$ cat config.mk
export PLATFORM = sky130hd
export DESIGN_NAME = fix_acc_flat
export DESIGN_NICKNAME = d
export VERILOG_FILES = /design/src/rtl/fix_pkg.sv /design/src/rtl/fix_acc_if.sv /design/src/rtl/fix_sat.sv /design/src/rtl/fix_acc.sv /design/src/flat_wrapper.sv
export SDC_FILE = /design/constraint.sdc
export NUM_CORES = 1
export LEC_CHECK = 0
export ABC_AREA = 1
export CELL_PAD_IN_SITES_DETAIL_PLACEMENT = 2
export CELL_PAD_IN_SITES_GLOBAL_PLACEMENT = 2
export CORE_MARGIN = 4
export CORE_UTILIZATION = 31
export CTS_CLUSTER_DIAMETER = 200
export DETAILED_ROUTE_END_ITERATION = 10
export PLACE_DENSITY_LB_ADDON = 0.1
export SYNTH_ARGS = -nofsm -noshare
export SYNTH_HDL_FRONTEND = slang
export SYNTH_SLANG_ARGS = --single-unit
export TNS_END_PERCENT = 20
$ cat constraint.sdc
create_clock -name clk -period 2.6 [get_ports clk]
set_input_delay 0.26 -clock clk [delete_from_list [all_inputs] [get_ports clk]]
set_output_delay 0.26 -clock clk [all_outputs]
set_load 0.05 [all_outputs]
$ cat src/rtl/fix_pkg.sv
// Shared definitions for the c2w fixed-point stages.
package fix_pkg;
  localparam int FIX_DATA_W = 32;
  localparam int FIX_FRAC_W = 16;

  typedef enum logic {ACC = 1'b0, HOLD = 1'b1} state_e;

  // Q16.16 constants
  localparam logic [31:0] FIX_ONE = 32'h0001_0000;
  localparam logic [31:0] FIX_MAX = 32'h7FFF_FFFF;
  localparam logic [31:0] FIX_MIN = 32'h8000_0000;
endpackage

$ cat src/rtl/fix_acc_if.sv
// Input and output stream handshakes of the accumulator.
interface fix_acc_if
  import fix_pkg::*;
#(
  parameter int DATA_W = FIX_DATA_W
);
  logic              in_valid;
  logic              in_ready;
  logic [DATA_W-1:0] in_data;
  logic              in_last;
  logic              out_valid;
  logic              out_ready;
  logic [DATA_W-1:0] out_data;
  logic              out_sat;

  modport master (
    output in_valid, in_data, in_last, out_ready,
    input  in_ready, out_valid, out_data, out_sat
  );

  modport slave (
    input  in_valid, in_data, in_last, out_ready,
    output in_ready, out_valid, out_data, out_sat
  );
endinterface

$ cat src/rtl/fix_sat.sv
// Combinational signed clamp from IN_W to OUT_W bits with a saturation flag.
module fix_sat #(
  parameter int IN_W  = 36,
  parameter int OUT_W = 32
) (
  input  logic [IN_W-1:0]  din,
  output logic [OUT_W-1:0] dout,
  output logic             sat
);
  // The value fits when every bit from the output sign bit upward agrees.
  logic [IN_W-OUT_W:0] top;
  assign top = din[IN_W-1:OUT_W-1];

  // Clamp toward the rail on the side of the input sign.
  always_comb begin
    sat = ~((&top) | ~(|top));
    if (!sat)
      dout = din[OUT_W-1:0];
    else if (din[IN_W-1])
      dout = {1'b1, {(OUT_W-1){1'b0}}};
    else
      dout = {1'b0, {(OUT_W-1){1'b1}}};
  end
endmodule

$ cat src/rtl/fix_acc.sv
// Frame accumulator: sums up to LEN signed samples in a widened register
// and presents the saturated total on a valid/ready output.
module fix_acc
  import fix_pkg::*;
#(
  parameter int DATA_W = FIX_DATA_W,
  parameter int FRAC_W = FIX_FRAC_W,
  parameter int LEN    = 16
) (
  input  logic       clk,
  input  logic       rst_n,
  input  logic       clr,
  fix_acc_if.slave   bus
);
  // Headroom of clog2(LEN) bits means a frame can never wrap internally.
  localparam int CNT_W = $clog2(LEN);
  localparam int ACC_W = DATA_W + CNT_W;

  // FRAC_W only documents the binary point; the sum is not rescaled.
  if (LEN < 2 || FRAC_W >= DATA_W) begin : g_param_chk
    $error("fix_acc: LEN must be >= 2 and FRAC_W < DATA_W");
  end

  state_e             state, state_nxt;
  logic [ACC_W-1:0]   acc, acc_nxt;
  logic [CNT_W-1:0]   cnt;
  logic               accept, frame_end;
  logic [DATA_W-1:0]  sat_data, out_data_q;
  logic               sat_flag, out_sat_q;

  assign accept    = bus.in_valid & (state == ACC);
  assign acc_nxt   = acc + {{(ACC_W-DATA_W){bus.in_data[DATA_W-1]}}, bus.in_data};
  assign frame_end = accept & (bus.in_last | (cnt == CNT_W'(LEN-1)));

  fix_sat #(.IN_W(ACC_W), .OUT_W(DATA_W)) u_sat (
    .din  (acc_nxt),
    .dout (sat_data),
    .sat  (sat_flag)
  );

  // State register.
  always_ff @(posedge clk or negedge rst_n) begin
    if (!rst_n) state <= ACC;
    else        state <= state_nxt;
  end

  // Next state: clr wins over both the closing beat and out_ready.
  always_comb begin
    state_nxt = state;
    if (clr)
      state_nxt = ACC;
    else if (state == ACC && frame_end)
      state_nxt = HOLD;
    else if (state == HOLD && bus.out_ready)
      state_nxt = ACC;
  end

  // Handshake outputs depend on state only, so out_ready never reaches in_ready.
  always_comb begin
    bus.in_ready  = (state == ACC);
    bus.out_valid = (state == HOLD);
  end

  // Accumulator, beat counter and registered result.
  always_ff @(posedge clk or negedge rst_n) begin
    if (!rst_n) begin
      acc        <= '0;
      cnt        <= '0;
      out_data_q <= '0;
      out_sat_q  <= 1'b0;
    end else if (clr) begin
      acc <= '0;
      cnt <= '0;
    end else if (frame_end) begin
      acc        <= '0;
      cnt        <= '0;
      out_data_q <= sat_data;
      out_sat_q  <= sat_flag;
    end else if (accept) begin
      acc <= acc_nxt;
      cnt <= cnt + 1'b1;
    end
  end

  assign bus.out_data = out_data_q;
  assign bus.out_sat  = out_sat_q;
endmodule

$ cat src/flat_wrapper.sv
// flat-port wrapper written by rule: the top's interface ports become plain ports
module fix_acc_flat import fix_pkg::*;
#(
  parameter int DATA_W = FIX_DATA_W,
  parameter int FRAC_W = FIX_FRAC_W,
  parameter int LEN    = 16
)
  (clk, rst_n, clr, bus_in_valid, bus_in_data, bus_in_last, bus_out_ready, bus_in_ready, bus_out_valid, bus_out_data, bus_out_sat);
  fix_acc_if #(.DATA_W(DATA_W)) bus_i ();
  input  logic clk;
  input  logic rst_n;
  input  logic clr;
  input wire logic [$bits(bus_i.in_valid)-1:0] bus_in_valid;
  input wire logic [$bits(bus_i.in_data)-1:0] bus_in_data;
  input wire logic [$bits(bus_i.in_last)-1:0] bus_in_last;
  input wire logic [$bits(bus_i.out_ready)-1:0] bus_out_ready;
  output wire logic [$bits(bus_i.in_ready)-1:0] bus_in_ready;
  output wire logic [$bits(bus_i.out_valid)-1:0] bus_out_valid;
  output wire logic [$bits(bus_i.out_data)-1:0] bus_out_data;
  output wire logic [$bits(bus_i.out_sat)-1:0] bus_out_sat;
  assign bus_i.in_valid = bus_in_valid;
  assign bus_i.in_data = bus_in_data;
  assign bus_i.in_last = bus_in_last;
  assign bus_i.out_ready = bus_out_ready;
  assign bus_in_ready = bus_i.in_ready;
  assign bus_out_valid = bus_i.out_valid;
  assign bus_out_data = bus_i.out_data;
  assign bus_out_sat = bus_i.out_sat;
  fix_acc #(.DATA_W(DATA_W), .FRAC_W(FRAC_W), .LEN(LEN)) u_core (.clk(clk), .rst_n(rst_n), .clr(clr), .bus(bus_i));
endmodule
# Word-level counts from Yosys, hierarchy flattened
# Index checks and enable logic that the tools add are counted.
# totals
ff_bits,74
latchBits,0
ramBits,0
rom_bits,0
input_bits,38
out_inout_bits,35
word_cells,34
memories,0
# classes
n_addsub,2
mul,0
n_div,0
order_cmp,0
n_eq_ne,1
n_shift,0
muxes,11
n_bitwise,8
reduce_logical,7
# ops
op,n
36-bit two-way mux,3
32-bit two-way mux,2
36-bit adder,1
4-bit two-way mux,3
3-bit nonzero test,2
5-bit AND reduction,1
5-bit OR reduction,1
"4-bit by 1-bit adder with 4-bit output, second input constant",1
"4-bit == test, second input constant",1
1-bit NOT,4
1-bit two-way mux,3
1-bit bitwise AND,2
1-bit logical AND,2
1-bit OR,2
2-bit AND reduction,1

# Longest topological paths before layout
# Gate-level depths: netlist (run 1).
# logic_depth
ltp_word,6
depth_mapped,20

# Cells and area by module
# From an unflattened synthesis (run 1), not the netlist that was laid out.
# unflattened
cells_unflattened,830
area_unflattened_um2,5874.4
# modules_own_cells
module,instances,cells_per_inst,area_per_inst_um2,seq_area_each_um2
fix_acc,1,747,5495.3,1851.8
fix_sat,1,83,379.1,0.0

# Worst setup path after synthesis (run 1)
# No wires, ideal clock.
# synth_path
path_kind,register to register
start,reg u_core.acc[0]
end,reg u_core.out_data_q[10] (netlist: u_core.bus.out_data[10])
arrival_time_ns,2.313
path_slack_ns,0.166
path_stages_with_launch,18
n_path_buf,1
synth_period_minus_slack_ns,2.434
path_cell_list,dfrtp_1 -> ha_1 -> fa_1 -> nand3_1 -> nand3_1 -> nand2_1 -> nand2_1 -> nand2_1 -> nand2_2 -> nand2_1 -> nand2_1 -> nand2_1 -> nand2_1 -> nor2_1 -> nand3_1 -> a21oi_4 -> buf_4 -> a21oi_1
# synth_between
elab_chain_cells,5
elab_cells_between_ends,7
# synth_rtl
item,line_no,rtl
"start, declared",fix_acc.sv:25,"logic [ACC_W-1:0] acc, acc_nxt;"
"start signal, assigned",fix_acc.sv:80,acc <= acc_nxt;
36-bit adder (*),fix_acc.sv:32,"assign acc_nxt = acc + {{(ACC_W-DATA_W){bus.in_data[DATA_W-1]}}, bus.in_data};"
5-bit OR reduction,fix_sat.sv:16,sat = ~((&top) | ~(|top));
1-bit NOT,fix_sat.sv:16,
1-bit OR,fix_sat.sv:16,
32-bit two-way mux (*),fix_sat.sv:17,if (!sat)
"end signal, assigned",fix_acc.sv:77,out_data_q <= sat_data;
"end, declared",fix_acc.sv:28,"logic [DATA_W-1:0] sat_data, out_data_q;"
# Mark *: on every way between the ends. The rest lies on a longest branch, timed or not.
# A chain may end at the register's enable or synchronous reset.

# Final worst setup path (run 1)
# layout_path
start,reg u_core.acc[33]
end,reg u_core.out_data_q[18] (netlist: u_core.bus.out_data[18])
# The elaborated chain is that of the path after synthesis.

==> qor.txt, run 1 <==
FF/Latch Area: 1850 um2
Post-CTS Hold Fix Bufs: 0
Core area: 16,500 um2
Max Fanout on Critical Path: 8
H-tree depth: 3
Outcome: finished, violations left
Commonest non-fill, non-tap cell in the layout: nand2_1
Post-DRT Antenna Nets: 0
Hold Vio Cnt, Final: 0
Register area share after synthesis: 35.5%
Chip width: 138 um
DR vias: 5,919
DRC errors left: 0
Clock Path Buffers: 2
Gpl congestion: 0.854
Routed wl met3: 1.02 mm
CTS tree: built
Post-Syn Instances: 726
Setup Slack @ Placement: -518 ps
Most frequent cells in the layout: 198 x nand2_1, 104 x buf_4, 86 x inv_1, 74 x dfrtp_1, 69 x clkdlybuf4s50_1
Critical path class: reg -> reg
Initial antenna violation count: 0
Fin area: 8220 um2
Final #Nets: 984
Crit path DAT: 3130 ps
Die height: 138 um
Total track usage: 24.0%
Antenna cells: 0
Die area: 19,000 um2
Synth warn: 0
DP Area: 6850 um2
Required @ worst endpoint: 2840 ps
CP dominant cell by count: nand2_1
Critical path's largest stage delay: 390 ps
Initial core utilization: 31.6%
Detail-routed via count per cell: 5.22
Crit share post-route: 111%
Worst Setup End Kind: flop
Vias in the first global route: 6,495
Met1 Wirelength: 11.5 mm
Post-Syn Area per Cell: 7.19 um2
Share of layout cells above drive strength 1: 31.1%
Final min period: 2890 ps
Mapped Area: 5220 um2
Seq cells post-synth: 74
Family with the most delay on the worst path: simple AND/OR/NAND/NOR gates
Final slew viol count: 0
Path type of the worst min-delay path: in -> async
Critical-path cell list: ha_1 > nand2_1 > nor2_1 > nand2_1 > nor4_1 > nand2_2 > nand2_1 > nand2_1 > nand2_2 > nand3_2 > a21oi_4 > buf_12 > buf_12 > buf_16 > a21oi_1
Hold Slack: 73.5 ps
Worst IR drop on VDD: 356 uV
Clock Sinks: 74
Port Buffer Count: 72
Area growth, synth to finish: 57.5%
Buffers and inverters on the worst path: 3
Num ports: 73
Routed len/inst: 24.2 um
First-pass GRT wire length: 35.2 mm
Router iterations before antenna repair: 4
Number of synthesized flops with an enable pin: 0
Synthesized net count: 801
Filler cell count in the final layout: 1,785
Main synth FF type: dfrtp_1
CP startpoint kind: flop
Clock transition at path regs: 60 ps
Max cap viols: 0
Failing checks: setup timing
WL final: 27.4 mm
WL met2: 14.1 mm
# rows: 47
RSZ-0062 raised after global routing: true
Root buffer cell: clkbuf_16
Count of different cell masters after synthesis: 36
Total CTS buffers: 9
Reg2reg setup slack: -290 ps
Crit-path slowest cell: dfrtp_1
Clock Skew: 8.87 ps
Area of the multi-input gates: 3730 um2
Fmax: 347 MHz
Leak pwr: 4.05 nW
Power Density: 607 nW/um2
Slew of the pin with the lowest slew margin: 1050 ps
Largest net degree at the start of global routing: 75
Gr ovfl total: 0
Relative slew margins: 29.8%
Max layer used: met4
Async SR Flop Fraction: 100%
Hpwl dp: 15.6 mm
# setup viols final: 34
Worst skew pair latency: 370 ps
Post-layout util: 49.7%
Setup slack after layout: -286 ps
1st-iter DRT viols: 346
==> repair_timing <==
action                     in CTS  in global routing
gates cloned                    2                  3
resized for setup              47                120
pin swaps                       9                 32
setup buffers                   8                 10
setup endpoints to repair      37                 39
==> final timing paths <==
kind                                        startpoint                 endpoint  depth (start not counted)
worst max-delay path                    u_core.acc[33]  u_core.bus.out_data[18]                         15
worst min-delay path                             rst_n           u_core.acc[13]                          1
worst max register to register          u_core.acc[33]  u_core.bus.out_data[18]                         15
worst min register to register  u_core.bus.out_data[2]   u_core.bus.out_data[2]                          2
max in group asynchronous                        rst_n           u_core.acc[34]                          1
min in group clk                         bus_out_ready     u_core.bus.out_valid                          2
==> synthesized netlist by cell type (8+ instances only) <==
master,n,area share [%]
nand2_1,237,17
inv_1,86,6.2
dfrtp_1,74,35
nor2_1,56,4.0
a21oi_1,52,5.0
nand3_1,40,3.8
ha_1,36,8.6
o21ai_0,22,2.1
xor2_1,22,3.7
a22o_1,18,3.0
clkbuf_1,10,0.72
o21bai_1,9,1.3
xnor2_1,8,1.3
==> area by class of cell <==
| cell class | count | area share, % |
|---|---|---|
| Multi-Input combinational cell | 545 | 45.4 |
| Sequential cell | 74 | 22.5 |
| Timing Repair Buffer | 188 | 21.1 |
| Inverter | 91 | 4.16 |
| Tap cell | 220 | 3.35 |
| Clock buffer | 13 | 2.92 |
| Clock inverter | 3 | 0.487 |
==> metrics by stage <==
stage          total power, mW  TNS (ps)  instances
6_report                  4.98     -5800       1134
5_1_grt                   5.20    -10950       1134
4_1_cts                   4.66     -2070       1121
3_5_place_dp              3.30    -17910       1095
3_3_place_gp              3.22    -11210       1095
2_1_floorplan             2.50         0        726
==> per-layer routing <==
layer | track usage [%] | up-vias
li1 | - | 2698
met1 | 29.9 | 3020
met2 | 43.3 | 145
met3 | 3.21 | 56
met4 | 7.03 | 0
met5 | 0 | -
==> registers in the layout, indices dropped and copies added, names as in the netlist <==
| name | flops |
|---|---|
| u_core.acc | 36 |
| u_core.bus.out_data | 32 |
| u_core.bus.out_sat | 1 |
| u_core.bus.out_valid | 1 |
| u_core.cnt | 4 |
==> logic make-up (layout without fill, tap and decap cells) <==
logic type                 Yosys count  count (layout)  share of synthesized area (%)
DFF                                 74              74                           35.5
adders and majority gates           37              37                           9.02
buffers and inverters              107             295                           8.27
AOI/OAI and AO/OA                  114             114                           13.5
xor gates and xnor gates            30              30                           5.04
and+or+nand+nor                    364             364                           28.7
==> power by group <==
group / switching [mW] / total [mW] / internal (mW)
combinational: 1.40 / 2.25 / 0.850
clock: 0.548 / 1.29 / 0.742
sequential: 0.127 / 1.45 / 1.32
(Power assumes the default switching activity.)
==> inputs of run 2 (changes only) <==
==> constraint.sdc (replaced) <==
create_clock -name clk -period 2.9 [get_ports clk]
set_input_delay 0.29 -clock clk [delete_from_list [all_inputs] [get_ports clk]]
set_output_delay 0.29 -clock clk [all_outputs]
set_load 0.05 [all_outputs]
==> run 2 against run 1 <==
Effect of this change:
- final area fell by 15%
- total power down 19%
- utilization decreased by 7.5 points
- clock skew is 1.6 ps lower
- sequential cell count did not move
- combinational power is 28% lower
- the run now ends clean
- highest routed layer unchanged
- die area did not move
==> qor.txt, run 2 (synthesis results as in run 1) <==
Hpwl dp: 15.1 mm (-3.0%)
Initial antenna violation count: 0 (unchanged)
First-pass GRT wire length: 32.6 mm (-7.2%)
Max Fanout on Critical Path: 6 (-2)
Vias in the first global route: 6,133 (-5.6%)
Power Density: 582 nW/um2 (-4.1%)
# setup viols final: 0 (-100%)
Worst Setup End Kind: flop
Clock Sinks: 74 (unchanged)
Worst Setup SP: bus_in_data[21]
Gpl congestion: 0.844 (-1.1%)
# rows: 47 (unchanged)
Final min period: 2740 ps
Hold Vio Cnt, Final: 0 (unchanged)
Critical path class: in -> reg
Critical-path cell list: clkdlybuf4s50_1 > ha_2 > nand2_1 > nor2_1 > nand2_1 > a21oi_2 > nor2_2 > nand3_1 > nand2_1 > nor2_2 > nand4_1 > nand2_4 > buf_12 > nand2_1 > a21oi_1
Area growth, synth to finish: 33.8%
DR vias: 5,310 (-10%)
Clock Skew: 7.30 ps (-1.58 ps)
Leak pwr: 3.61 nW (-11%)
Relative slew margins: 32.0% (+2.2 points)
Total track usage: 22.2% (-1.8 points)
DRC errors left: 0 (unchanged)
Crit path DAT: 3000 ps (-130 ps)
Final slew viol count: 0 (unchanged)
Biggest register: u_core.acc
Largest net degree at the start of global routing: 75 (unchanged)
Worst skew pair latency: 350 ps (-20 ps)
Crit-path slowest cell: clkdlybuf4s50_1
CTS tree: built
Commonest non-fill, non-tap cell in the layout: nand2_1
Gr ovfl total: 0 (unchanged)
Router iterations before antenna repair: 4 (unchanged)
Initial core utilization: 31.6% (unchanged)
Filler cell count in the final layout: 1,895 (+6.2%)
Port Buffer Count: 72 (unchanged)
Die area: 19,000 um2 (unchanged)
Worst IR drop on VDD: 305 uV (-14%)
Antenna cells: 0 (unchanged)
Core area: 16,500 um2 (unchanged)
Chip width: 138 um (unchanged)
Die height: 138 um (unchanged)
Critical path's largest stage delay: 460 ps (+70 ps)
Area of the multi-input gates: 3080 um2 (-17%)
Slew of the pin with the lowest slew margin: 1020 ps (-33.0 ps)
Num ports: 73 (unchanged)
Routed len/inst: 19.1 um (-21%)
H-tree depth: 3 (unchanged)
Path type of the worst min-delay path: in -> async
Total CTS buffers: 9 (unchanged)
Max reg flops: 36 (unchanged)
CP startpoint kind: input port
Max cap viols: 0 (unchanged)
FF/Latch Area: 1850 um2 (unchanged)
Detail-routed via count per cell: 5.00 (-4.3%)
Post-CTS Hold Fix Bufs: 0 (unchanged)
Final #Nets: 914 (-7.1%)
R2R Path Start: u_core.acc[21]
Sum Neg Setup Slack: 0 ps (+5800 ps)
Outcome: finished, final reports clean
Required @ worst endpoint: 3170 ps (+330 ps)
Post-layout util: 42.2% (-7.5 points)
CP dominant cell by count: nand2_1
Fmax: 366 MHz
Most frequent cells in the layout: 228 x nand2_1, 86 x inv_1, 74 x dfrtp_1, 70 x clkdlybuf4s50_1, 51 x nor2_1
Post-DRT Antenna Nets: 0 (unchanged)
Clock transition at path regs: 60 ps (about the same)
Share of layout cells above drive strength 1: 14.5% (-17 points)
WL final: 20.3 mm (-26%)
Root buffer cell: clkbuf_16
1st-iter DRT viols: 227 (-34%)
Clock Path Buffers: 2 (unchanged)
Crit share post-route: 94.3%
[run 2: final cells by class]
type	instances	area share, %
clock buffers	12	3.53
clock inverters	3	0.574
inverters	91	4.89
multi-input cells	545	44.2
flip-flops and latches	74	26.5
well taps	220	3.94
repair buffers	118	16.3
[run 2: final timing paths]
check,slack (ps),endpoint,cells after the start
max,160,u_core.bus.out_data[23],15
min in group clk,490,u_core.acc[29],2
max in group asynchronous,2130,u_core.acc[34],1
min reg2reg,490,u_core.acc[29],2
min,110,u_core.acc[13],1
max reg2reg,170,u_core.bus.out_data[23],14
[run 2: routing by layer]
layer  vias to the layer above  global-route usage [%]  routed length (um)
met4                         0                    5.65                 235
li1                       2552                       -                   -
met2                        81                    40.1               10400
met1                      2663                    28.3                8870
met5                         -                       0                   0
met3                        14                    2.37                 805
[run 2: critical path, delay by kind of cell]
family	cells	cell delay, ps
AOI/OAI and AO/OA	2	380
adders and majority gates	1	420
buffers and inverters	2	610
and+or+nand+nor	10	1280
[run 2: per-stage QoR]
| step | cell area [um2] | setup WS [ps] | instances | total power [mW] | hold slack, ps |
|---|---|---|---|---|---|
| after floorplan | 5220 | 466 | 726 | 2.24 | -5.59 |
| after global placement | 6510 | -162 | 1047 | 2.81 | 470 |
| after detailed placement | 6510 | -311 | 1047 | 2.88 | 483 |
| after CTS | 6810 | 11.4 | 1062 | 4.06 | 161 |
| after global routing | 6980 | -18.6 | 1063 | 4.28 | 207 |
| final | 6980 | 164 | 1063 | 4.06 | 109 |
[run 2: what timing repair did]
item	in CTS	in global routing
pin swaps	1	5
buffers inserted	0	0
endpoints found under the setup margin	3	33
resized for setup	3	40
gates cloned	0	1
[run 2: power breakdown]
part / leakage (nW) / switching, mW / total (mW) / internal (mW)
Sequential: 0.941 / 0.100 / 1.28 / 1.18
Clock: 0.142 / 0.466 / 1.15 / 0.684
Combinational: 2.52 / 1.06 / 1.63 / 0.573
Total: 3.61 / 1.62 / 4.06 / 2.44
==> inputs of run 3 (changes only) <==
--- a/config.mk
+++ b/config.mk
@@ -16,4 +16,3 @@
 export SYNTH_ARGS = -nofsm -noshare
 export SYNTH_HDL_FRONTEND = slang
 export SYNTH_SLANG_ARGS = --single-unit
-export TNS_END_PERCENT = 20
==> results of run 3 <==
The final DEF is identical to that of run 2; final timing and power are the same.
